## src/rtl/sap1_controller.sv

```systemverilog
// SAP-1 control sequencer.
//
// A six-state one-hot ring counter (T1..T6) advances on every falling edge of
// CLK, so the control word decoded from it is settled half a cycle before the
// rising edge on which the datapath registers load.
//
// Ports:
//   CLK     in   1  system clock; ring/halt update on the falling edge
//   CLR     in   1  synchronous active-low clear (sampled on the falling edge);
//                   also blanks CON combinationally while low
//   OPCODE  in   4  instruction-register upper nibble
//   CON     out 12  control word {CP,EP,LM,CE,LI,EI,LA,EA,SU,EU,LB,LO}
//   T       out  6  one-hot ring state, T[0]=T1 .. T[5]=T6
//   HLT     out  1  sticky halt request, cleared only by CLR
//
// state | meaning
// T1    | fetch: PC onto bus, load MAR
// T2    | fetch: increment PC
// T3    | fetch: RAM onto bus, load IR
// T4    | execute 1 (LDA/ADD/SUB address, OUT transfer, HLT detect)
// T5    | execute 2
// T6    | execute 3
// HALT  | T frozen at T4 with HLT=1, all control bits off

module sap1_controller (
  input  logic        CLK,
  input  logic        CLR,
  input  logic [3:0]  OPCODE,
  output logic [11:0] CON,
  output logic [5:0]  T,
  output logic        HLT
);

  localparam logic [5:0] T1 = 6'b000001;
  localparam logic [5:0] T2 = 6'b000010;
  localparam logic [5:0] T3 = 6'b000100;
  localparam logic [5:0] T4 = 6'b001000;
  localparam logic [5:0] T5 = 6'b010000;
  localparam logic [5:0] T6 = 6'b100000;

  localparam logic [11:0] CP = 12'h800;
  localparam logic [11:0] EP = 12'h400;
  localparam logic [11:0] LM = 12'h200;
  localparam logic [11:0] CE = 12'h100;
  localparam logic [11:0] LI = 12'h080;
  localparam logic [11:0] EI = 12'h040;
  localparam logic [11:0] LA = 12'h020;
  localparam logic [11:0] EA = 12'h010;
  localparam logic [11:0] SU = 12'h008;
  localparam logic [11:0] EU = 12'h004;
  localparam logic [11:0] LB = 12'h002;
  localparam logic [11:0] LO = 12'h001;

  localparam logic [3:0] OP_LDA = 4'b0000;
  localparam logic [3:0] OP_ADD = 4'b0001;
  localparam logic [3:0] OP_SUB = 4'b0010;
  localparam logic [3:0] OP_OUT = 4'b1110;
  localparam logic [3:0] OP_HLT = 4'b1111;

  logic [5:0] t_next;
  logic       hlt_next;

  // State register: clear has priority over advance and halt.
  always_ff @(negedge CLK) begin
    if (!CLR) begin
      T   <= T1;
      HLT <= 1'b0;
    end else begin
      T   <= t_next;
      HLT <= hlt_next;
    end
  end

  // Next state. Any non-one-hot encoding falls to the default and restarts at T1.
  always_comb begin
    t_next   = T1;
    hlt_next = HLT;
    if (HLT) begin
      t_next = T4;
    end else begin
      case (T)
        T1: t_next = T2;
        T2: t_next = T3;
        T3: t_next = T4;
        T4: begin
          if (OPCODE == OP_HLT) begin
            t_next   = T4;
            hlt_next = 1'b1;
          end else begin
            t_next = T5;
          end
        end
        T5: t_next = T6;
        T6: t_next = T1;
        default: t_next = T1;
      endcase
    end
  end

  // Control word. OPCODE only matters in T4..T6 because IR loads at the end
  // of T3; HLT in T4 falls into the NOP default, which gives the blank word.
  always_comb begin
    CON = 12'h000;
    if (CLR && !HLT) begin
      case (T)
        T1: CON = EP | LM;
        T2: CON = CP;
        T3: CON = CE | LI;
        T4: begin
          case (OPCODE)
            OP_LDA, OP_ADD, OP_SUB: CON = LM | EI;
            OP_OUT:                 CON = EA | LO;
            default:                CON = 12'h000;
          endcase
        end
        T5: begin
          case (OPCODE)
            OP_LDA:         CON = CE | LA;
            OP_ADD, OP_SUB: CON = CE | LB;
            default:        CON = 12'h000;
          endcase
        end
        T6: begin
          case (OPCODE)
            OP_ADD:  CON = EU | LA;
            OP_SUB:  CON = SU | EU | LA;
            default: CON = 12'h000;
          endcase
        end
        default: CON = 12'h000;
      endcase
    end
  end

endmodule

```

## config.mk

```make
export PLATFORM = sky130hd
export DESIGN_NAME = sap1_controller
export DESIGN_NICKNAME = d
export VERILOG_FILES = /design/src/rtl/sap1_controller.sv
export SDC_FILE = /design/constraint.sdc
export NUM_CORES = 1
export LEC_CHECK = 0
export BUFFER_PORTS_ARGS = -buffer_cell sky130_fd_sc_hd__buf_2
export CORE_AREA = 4 4 41 43
export DETAILED_ROUTE_END_ITERATION = 6
export DIE_AREA = 0 0 45 47
export HOLD_SLACK_MARGIN = 0.1
export MAX_ROUTING_LAYER = met4
export PLACE_DENSITY_LB_ADDON = 0.08
export REMOVE_ABC_BUFFERS = 1
export SLEW_MARGIN = 30
export SYNTH_ARGS = -nofsm -noshare
export SYNTH_HDL_FRONTEND = slang
export SYNTH_SLANG_ARGS = --single-unit
```

## constraint.sdc

```tcl
create_clock -name CLK -period 1.9 [get_ports CLK]
set_clock_uncertainty 0.2 [all_clocks]
set_input_delay 0.285 -clock CLK [delete_from_list [all_inputs] [get_ports CLK]]
set_output_delay 0.285 -clock CLK [all_outputs]
set_load 0.03 [all_outputs]
```

# Yosys cells after proc, flatten, opt, wreduce, memory -nomap -nowiden
# Index checks and enable logic that the tools add are counted.
# W data, S select, Z words.
# word_totals
reg_bits,7
latch_bits,0
ramBits,0
mem_bits_ro,0
in_bits,6
output_inout_bits,19
wordCells,31
mem_count,0
# classes
n_addsub,0
n_mul,0
n_div,0
magnitude_cmp,0
eq_ne,10
shift,0
muxes,11
bitwise,1
n_reduce_logical,6
# ops
cell,n
$pmux W12 S6,1
$pmux W6 S5,1
$pmux W10 S2,1
$pmux W9 S2,1
$mux W12,1
$pmux W6 S2,1
$eq A4 B4 Y1 const B,2
$eq A6 B1 Y1 const B,1
$eq A6 B2 Y1 const B,1
$eq A6 B3 Y1 const B,1
$eq A6 B4 Y1 const B,1
$eq A6 B5 Y1 const B,1
$eq A6 B6 Y1 const B,1
$mux W5,1
$eq A4 B1 Y1 const B,1
$eq A4 B2 Y1 const B,1
$logic_not A4 Y1,1
$mux W4,1
$reduce_or A2 Y1,2
$mux W1,3
$reduce_or A3 Y1,1
$logic_and A1 B1 Y1,1
$logic_not A1 Y1,1
$not A1 Y1,1

# Logic depth before layout (Yosys ltp)
# Gate-level depths: netlist of the first run.
# depth
ltp_word,5
ltp_mapped,5
ltp_nobuf,4

==> flow_summary.ini, run 1 <==
[die]
core-area_um2 = 1301
ios = 25
rows = 13
die_h_um = 47
fp.dieW_um = 45
start_util = 0.3740
dieArea_um2 = 2115

[power_and_ir_drop]
seq_power_share = 0.293
pwr-share-comb = 0.382
irDropWorstVdd_mv = 0.4734
p_leak_nw = 0.5028
clkPwrFrac = 0.325
p_per_area_nw_per_um2 = 538.9
p_switching_w = 0.0002169
p_int_w = 0.0003575
switching_share = 0.3776

[logic_synthesis]
synth_ff_type = dfxtp_1
synth_cells = 61
synth_edf_count = 0
yosys_register_bits = 7
ys_seq_area_frac = 0.2879
synth_area_um2 = 486.7
synth.area.top_cells = dfxtp_1 29%, nor2_1 7.7%, nor3b_2 5.1%
yosys.area.top_type_share = 0.2879
yosysMostFrequentCell = nor2_1
synth.distinct_cells = 31
netlist_top_cells_count = 10 x nor2_1, 7 x dfxtp_1, 4 x a21oi_1, 3 x nand4_1
syn_avg_cell_area_um2 = 7.979
yosysTopAreaCell = dfxtp_1
yosysWarningCount = 0
async_flop_share = 0

[run_status]
status = complete, but fails checks
violations = negative setup slack

[layout]
area_growth_pct = 119.0
layout-drive-gt1-share = 0.6529
final_area_um2 = 1066
multi_input_area_um2 = 384.1
nNetsFinal = 128
n_antenna_cell = 0
seq_area_um2 = 161.4
fillers = 88

[routing]
ant_nets = 0
dr.pass1.iters = 4
wl_met1_um = 758
drc = 0
route.met2.wl_um = 1017
top_layer = met4
via_count = 694
routed_via_density = 5.103
drt_iter0_drc = 7
wl_met3_um = 71
wl_per_cell_um = 14.01
wl_um = 1906

[global_routing]
grt_max_degree = 7
grt_overflow = 0
grt_pass1_wl_um = 2953
grt_pass1_vias = 710
grt.total_usage = 0.2020
antenna_found_initial = 0

[clock_network]
clock_sinks = 7
clockRootBuffer = clkbuf_4
htreeDepth = 1
cts_tree = yes
clkTransAtPathRegs_ns = 0.04
cts_buffers = 3
cts_max_path_buffers = 2
clk_latency_ns = 0.31
holdBufCountCts = 0

[min_path]
holdPathStages = 2
hold_start = HLT
hold_class = register to register
hold_end = HLT

[timing]
slew_viol_final = 0
finalSetupViolCount = 20
tightest_slew_ns = 0.3760
slew_headroom = 0.7475
rsz0062_at_grt = yes
hold_viol = 0
final.setup.worst_slack_ns = -1.059

[placed_design]
gp_congestion = 0.7758
dp_slack_ns = -0.8054
dpl.hpwl_um = 1301
dpl_cell_area_um2 = 798.3
numPortBuffers = 24

[critical_path]
rr_startpoint = T[2]
reg2reg_slack_ns = 0.40
slowest_delay_ns = 0.33
critPathMostFrequentCell = buf_6
worst-path-max-fanout = 3
crit_buf_inv = 2
start_kind = register
path_class = register to output pin
end_kind = output pin
cp_data_required_time_ns = 1.41
crit_arrival_ns = 2.47
path_cells = nor2_4 > buf_6 > nand3_2 > nor2_2 > nor4b_4 > buf_6
r2r_end = T[0]
crit_cells = 6
slowest_stage = dfxtp_2
path_delay_family = simple AND/OR/NAND/NOR gates
r2r.worst_path.cells = 6

[flow_run]
drv_cap = 0
-- power by group through the flow --
stage / combinational [W] / clock [W] / sequential, W
finish: 0.000220 / 0.000187 / 0.000168
global route: 0.000234 / 0.000212 / 0.000169
CTS: 0.000208 / 0.000196 / 0.000167
detailed placement: 0.000173 / 0.0000260 / 0.000167
global placement: 0.000172 / 0.0000260 / 0.000166
floorplan: 0.0000615 / 0.0000260 / 0.000186
-- routing by layer --
layer	vias to the layer above	global-route usage
met5	-	-
met4	0	0.1170
met3	8	0.03831
met2	21	0.3390
met1	320	0.2220
li1	345	-
-- worst reg2reg max path, stage by stage, from the launching register on --
cell and delay, ns:
dfxtp_4 0.36, buf_6 0.13, buf_4 0.12, xor2_1 0.15, o211ai_1 0.16, a21boi_0 0.12, o21ai_0 0.18
-- placed cells by master (no fill, tap or decap), drive strengths merged, types with 2 or more instances in the layout --
cell	count
dfxtp	7
buf	52
and3	2
nand2b	2
nor4	2
clkbuf	3
nand2	3
a21oi	4
inv	9
a21boi	2
nand3	2
nor2	12
o21ai	2
nor3b	3
and2b	2
nand4	3
-- kinds of logic after synthesis --
| group | synth area share |
|---|---|
| AOI/OAI and AO/OA | 0.1363 |
| xor gates and xnor gates | 0.03600 |
| buffers and inverters | 0.04627 |
| DFF | 0.2879 |
| and+or+nand+nor | 0.4936 |
-- timing repair --
item | CTS | global route
gates resized for setup | 56 | 6
pin swaps | 10 | 7
setup endpoints to repair | 20 | 21
setup buffers | 1 | 2
-- registers in the layout (all words and copies together) (netlist names) --
name / cells
T: 6
HLT: 1
-- layout make-up --
type | instances | share of cell area
multi-input cells | 50 | 0.3603
clock buffers | 3 | 0.02113
inverters | 1 | 0.003521
flip-flops and latches | 7 | 0.1514
repair buffers | 52 | 0.4178
well taps | 15 | 0.01761
clock inverters | 8 | 0.02817
-- through the flow --
stage	TNS, ns	total power (W)	hold slack [ns]	cells	util
floorplan	-12.57	0.0002737	0.4380	59	-
global placement	-11.40	0.0003633	0.3570	123	0.6135
detailed placement	-11.62	0.0003652	0.3567	123	0.6135
CTS	-14.91	0.0005708	0.3437	134	0.7846
global route	-16.31	0.0006159	0.3654	136	0.8192
finish	-15.14	0.0005744	0.3441	136	0.8192
-- worst max-delay path by stage --
stage,to,start
5_1_grt,CON[3],T[0]
3_3_place_gp,CON[0],T[4]
2_1_floorplan,CON[0],T[3]
6_report,CON[1],T[0]
3_5_place_dp,CON[0],T[4]
4_1_cts,CON[0],T[0]
Note: power is estimated with default switching activity, not from simulation.
==> run 2, diff against run 1 <==
- BUFFER_PORTS_ARGS: -buffer_cell sky130_fd_sc_hd__buf_2 -> -buffer_cell sky130_fd_sc_hd__buf_4
==> flow_summary.ini, run 2 (synthesized netlist as in run 1, its figures left out) <==
[layout]
final_area_um2 = 1117
regMostFlops = T
area_growth_pct = 129.6
layout-drive-gt1-share = 0.6967
final_common_cell = buf_4
nNetsFinal = 129
reg_top3 = T (6), HLT (1)
n_antenna_cell = 0
layout_common_cells = 35 x buf_4, 18 x buf_6, 9 x inv_1
largest_reg_flops = 6

[critical_path]
start_kind = register
path_class = register to output pin
r2r.worst_path.cells = 8
crit_arrival_ns = 2.52
worst-path-max-fanout = 3
crit_buf_inv = 4
slowest_stage = dfxtp_2
critPathMostFrequentCell = buf_4
cp_data_required_time_ns = 1.41
path_cells = buf_4 > buf_6 > buf_4 > nand4_1 > nor2_1 > buf_4
rr_startpoint = T[0]
r2r_end = T[0]
reg2reg_slack_ns = 0.25
end_kind = output pin
path_delay_family = buffers and inverters
slowest_delay_ns = 0.38

[power_and_ir_drop]
switching_share = 0.4055
p_switching_w = 0.0002578
p_per_area_nw_per_um2 = 568.9
pwr-share-comb = 0.397
seq_power_share = 0.274
p_leak_nw = 0.5161
p_int_w = 0.0003779
irDropWorstVdd_mv = 0.4428
clkPwrFrac = 0.329

[routing]
dr.pass1.iters = 4
wl_per_cell_um = 16.40
wl_um = 2247
via_count = 731
routed_via_density = 5.336
ant_nets = 0
drc = 0
drt_iter0_drc = 13

[min_path]
hold_class = register to register
hold_end = HLT
holdPathStages = 2
hold_start = HLT

[clock_network]
clock_sinks = 7
cts_tree = yes
clk_latency_ns = 0.35
clkTransAtPathRegs_ns = 0.07
clockRootBuffer = clkbuf_4
cts_max_path_buffers = 2
htreeDepth = 1
cts_buffers = 3

[global_routing]
grt_overflow = 0
grt_pass1_vias = 732
antenna_found_initial = 0
grt.total_usage = 0.2301
grt_max_degree = 7
grt_pass1_wl_um = 3401

[run_status]
status = complete, but fails checks
violations = negative setup slack

[die]
core-area_um2 = 1301
die_h_um = 47
start_util = 0.3740
fp.dieW_um = 45
rows = 13
dieArea_um2 = 2115
ios = 25

[timing]
final.setup.worst_slack_ns = -1.100
finalSetupViolCount = 19
hold_viol = 0
tightest_slew_ns = 0.4236
slew_viol_final = 0
slew_headroom = 0.7156
rsz0062_at_grt = yes

[flow_run]
drv_cap = 0

[placed_design]
dpl.hpwl_um = 1236
gp_congestion = 0.7954
dpl_cell_area_um2 = 843.3
dp_slack_ns = -0.8219
numPortBuffers = 24
-- run 2: cell count changes in the layout (fill, tap and decap cells not counted), sizes merged --
cell and delta:
buf +1
-- run 2: timing repair --
action	4_1_cts	5_1_grt
pin swaps	15	8
endpoints found under the setup margin	20	21
hold buffers	0	0
gates cloned	0	0
setup buffers	4	2
hold endpoints to repair	0	0
gates resized for setup	34	16
-- run 2: how the worst max path moves through the flow --
stage	startpoint	endpoint	slack [ns]	depth (start not counted)
after floorplan	T[3]	CON[0]	-1.32	3
after detailed placement	T[1]	CON[3]	-0.82	4
after CTS	T[0]	CON[1]	-1.03	6
after global placement	T[1]	CON[3]	-0.82	4
final	T[0]	CON[10]	-1.10	6
after global routing	HLT	CON[3]	-1.17	4
-- run 2: worst register-to-register path, cell delays in order, from the launching register on --
cell	delay (ns)
dfxtp_2	0.38
buf_4	0.13
buf_6	0.09
buf_4	0.11
nand4_1	0.16
buf_4	0.19
buf_4	0.13
nand2b_1	0.06
o21ai_0	0.08
-- run 2: per-stage QoR --
stage	hold WS, ns	std cells	util	TNS, ns	power [W]
floorplan	0.4380	59	-	-12.57	0.0002737
detailed placement	0.3717	121	0.6481	-11.14	0.0003647
global route	0.4128	137	0.8587	-16.99	0.0006750
finish	0.3734	137	0.8587	-15.78	0.0006357
CTS	0.3603	135	0.7952	-15.41	0.0005938
global placement	0.3565	121	0.6481	-10.85	0.0003634
-- run 2: per-layer routing --
layer  track usage  wire [um]
met1        0.2506        833
met2        0.3955       1194
met3       0.05364        188
met4        0.1053         30
met5             -          0
-- run 2: final cells by class --
type	count	area, um2
fillers	76	183.9
clock inverters	8	30.03
clock buffers	3	22.52
repair buffers	53	465.4
multi-input cells	50	420.4
flip-flops and latches	7	156.4
inverters	1	3.754
well taps	15	18.77
-- run 2: power by group through the flow --
stage	registers, W	clock network, W	logic [W]
after floorplan	0.000186	0.0000260	0.0000615
after global placement	0.000167	0.0000260	0.000170
after detailed placement	0.000168	0.0000260	0.000171
after CTS	0.000168	0.000204	0.000222
after global routing	0.000175	0.000235	0.000265
final	0.000174	0.000209	0.000253
==> run 3, diff against run 2 <==
- SETUP_SLACK_MARGIN: unset -> 0.5
==> flow_summary.ini, run 3 (synthesized netlist as in run 1, its figures left out) <==
[global_routing]
grt_overflow = 0
grt_pass1_wl_um = 3332
antenna_found_initial = 0
grt.total_usage = 0.2289
grt_pass1_vias = 758
grt_max_degree = 7

[critical_path]
rr_startpoint = T[0]
end_kind = output pin
cp_data_required_time_ns = 1.41
reg2reg_slack_ns = 0.24
crit_arrival_ns = 2.54
path_class = register to output pin
path_cells = nor2_4 > and4b_4 > nand2_2 > nor3b_2 > buf_4
slowest_stage = dfxtp_4
r2r_end = T[0]
start_kind = register
worst-path-max-fanout = 3
slowest_delay_ns = 0.37
cp-endpoint = CON[0]
worstSetupStartpoint = T[0]
r2r.worst_path.cells = 8

[layout]
nNetsFinal = 131
multi_input_area_um2 = 431.7
fillers = 58
reg_top3 = T (6), HLT (1)
final_util = 0.8894
area_growth_pct = 137.8
largest_reg_flops = 6
n_antenna_cell = 0
regMostFlops = T
seq_area_um2 = 158.9
layout_common_cells = 34 x buf_4, 21 x buf_6, 9 x inv_1
layout-drive-gt1-share = 0.7016
final_common_cell = buf_4
final_area_um2 = 1157

[clock_network]
clockRootBuffer = clkbuf_4
cts_max_path_buffers = 2
clock_sinks = 7
cts_buffers = 3
clk_latency_ns = 0.35
cts_tree = yes
htreeDepth = 1
holdBufCountCts = 0
clkTransAtPathRegs_ns = 0.07

[timing]
setup_tns_ns = -16.54
finalSetupViolCount = 19
final.setup.worst_slack_ns = -1.121
slew_viol_final = 0
slew_headroom = 0.7340
tightest_slew_ns = 0.3962
whs_ns = 0.4011
rsz0062_at_grt = yes
hold_viol = 0

[routing]
via_count = 767
wl_per_cell_um = 18.50
ant_nets = 0
drc = 0
wl_um = 2571
drt_iter0_drc = 30
routed_via_density = 5.518
dr.pass1.iters = 4

[min_path]
hold_class = register to register

[flow_run]
drv_cap = 0

[power_and_ir_drop]
p_leak_nw = 0.5297
p_per_area_nw_per_um2 = 575.1
total_power_w = 0.0006656
irDropWorstVdd_mv = 0.6164

[die]
rows = 13
die_h_um = 47
fp.dieW_um = 45
dieArea_um2 = 2115
ios = 25
start_util = 0.3740
core-area_um2 = 1301

[placed_design]
numPortBuffers = 24
gp_congestion = 0.7954
dpl_cell_area_um2 = 843.3
dpl.hpwl_um = 1236

[run_status]
violations = negative setup slack
status = complete, but fails checks
## run 3: cell types whose count changed in the layout (fill, tap and decap cells not counted), sizes merged
cell  previous run  this run
buf             53        55
## run 3: how the worst min path moves through the flow
stage                   start     end  slack, ns  depth (start not counted)
finish                   T[3]    T[5]       0.40                          3
global route             T[3]    T[5]       0.41                          3
CTS                       HLT     HLT       0.37                          2
detailed placement        HLT     HLT       0.37                          2
global placement          HLT     HLT       0.36                          2
floorplan           OPCODE[0]  CON[3]       0.44                          1
## run 3: report_power, final
group | total (W) | leakage (nW) | internal, W | switching (W)
combinational | 0.000269 | 0.412 | 0.000134 | 0.000135
clock | 0.000223 | 0.0564 | 0.0000960 | 0.000127
sequential | 0.000174 | 0.0609 | 0.000157 | 0.0000174
total | 0.000666 | 0.530 | 0.000386 | 0.000279
## run 3: cell type report
cell class                      instances  area share
Timing Repair Buffer                   55      0.4249
Multi-Input combinational cell         50      0.3730
Clock buffer                            3     0.01946
Inverter                                1    0.003243
Tap cell                               15     0.01622
Clock inverter                          8     0.02595
Sequential cell                         7      0.1373
## run 3: critical path, delay by kind of cell (launching register included)
kind | cells | cell delay, ns
flip-flops | 1 | 0.37
buffers and inverters | 1 | 0.20
AND/OR/NAND/NOR | 4 | 0.67
## run 3: per-stage QoR
step | cells | setup slack (ns)
detailed placement | 121 | -0.8219
finish | 139 | -1.121
global route | 139 | -1.210
global placement | 121 | -0.8220
CTS | 135 | -1.029
floorplan | 59 | -1.317
## run 3: timing repair
action | 4_1_cts | 5_1_grt
pin swaps | 19 | 9
endpoints found under the setup margin | 26 | 26
resized for setup | 42 | 14
buffers inserted | 4 | 4
## run 3: per-layer routing
metal  share of wire  global-route usage  vias up
met1            0.39              0.2540      369
met4           0.040              0.1287        0
met5               0                   -        -
met3           0.061             0.03831       13
met2            0.51              0.3870       37
li1                -                   -      348
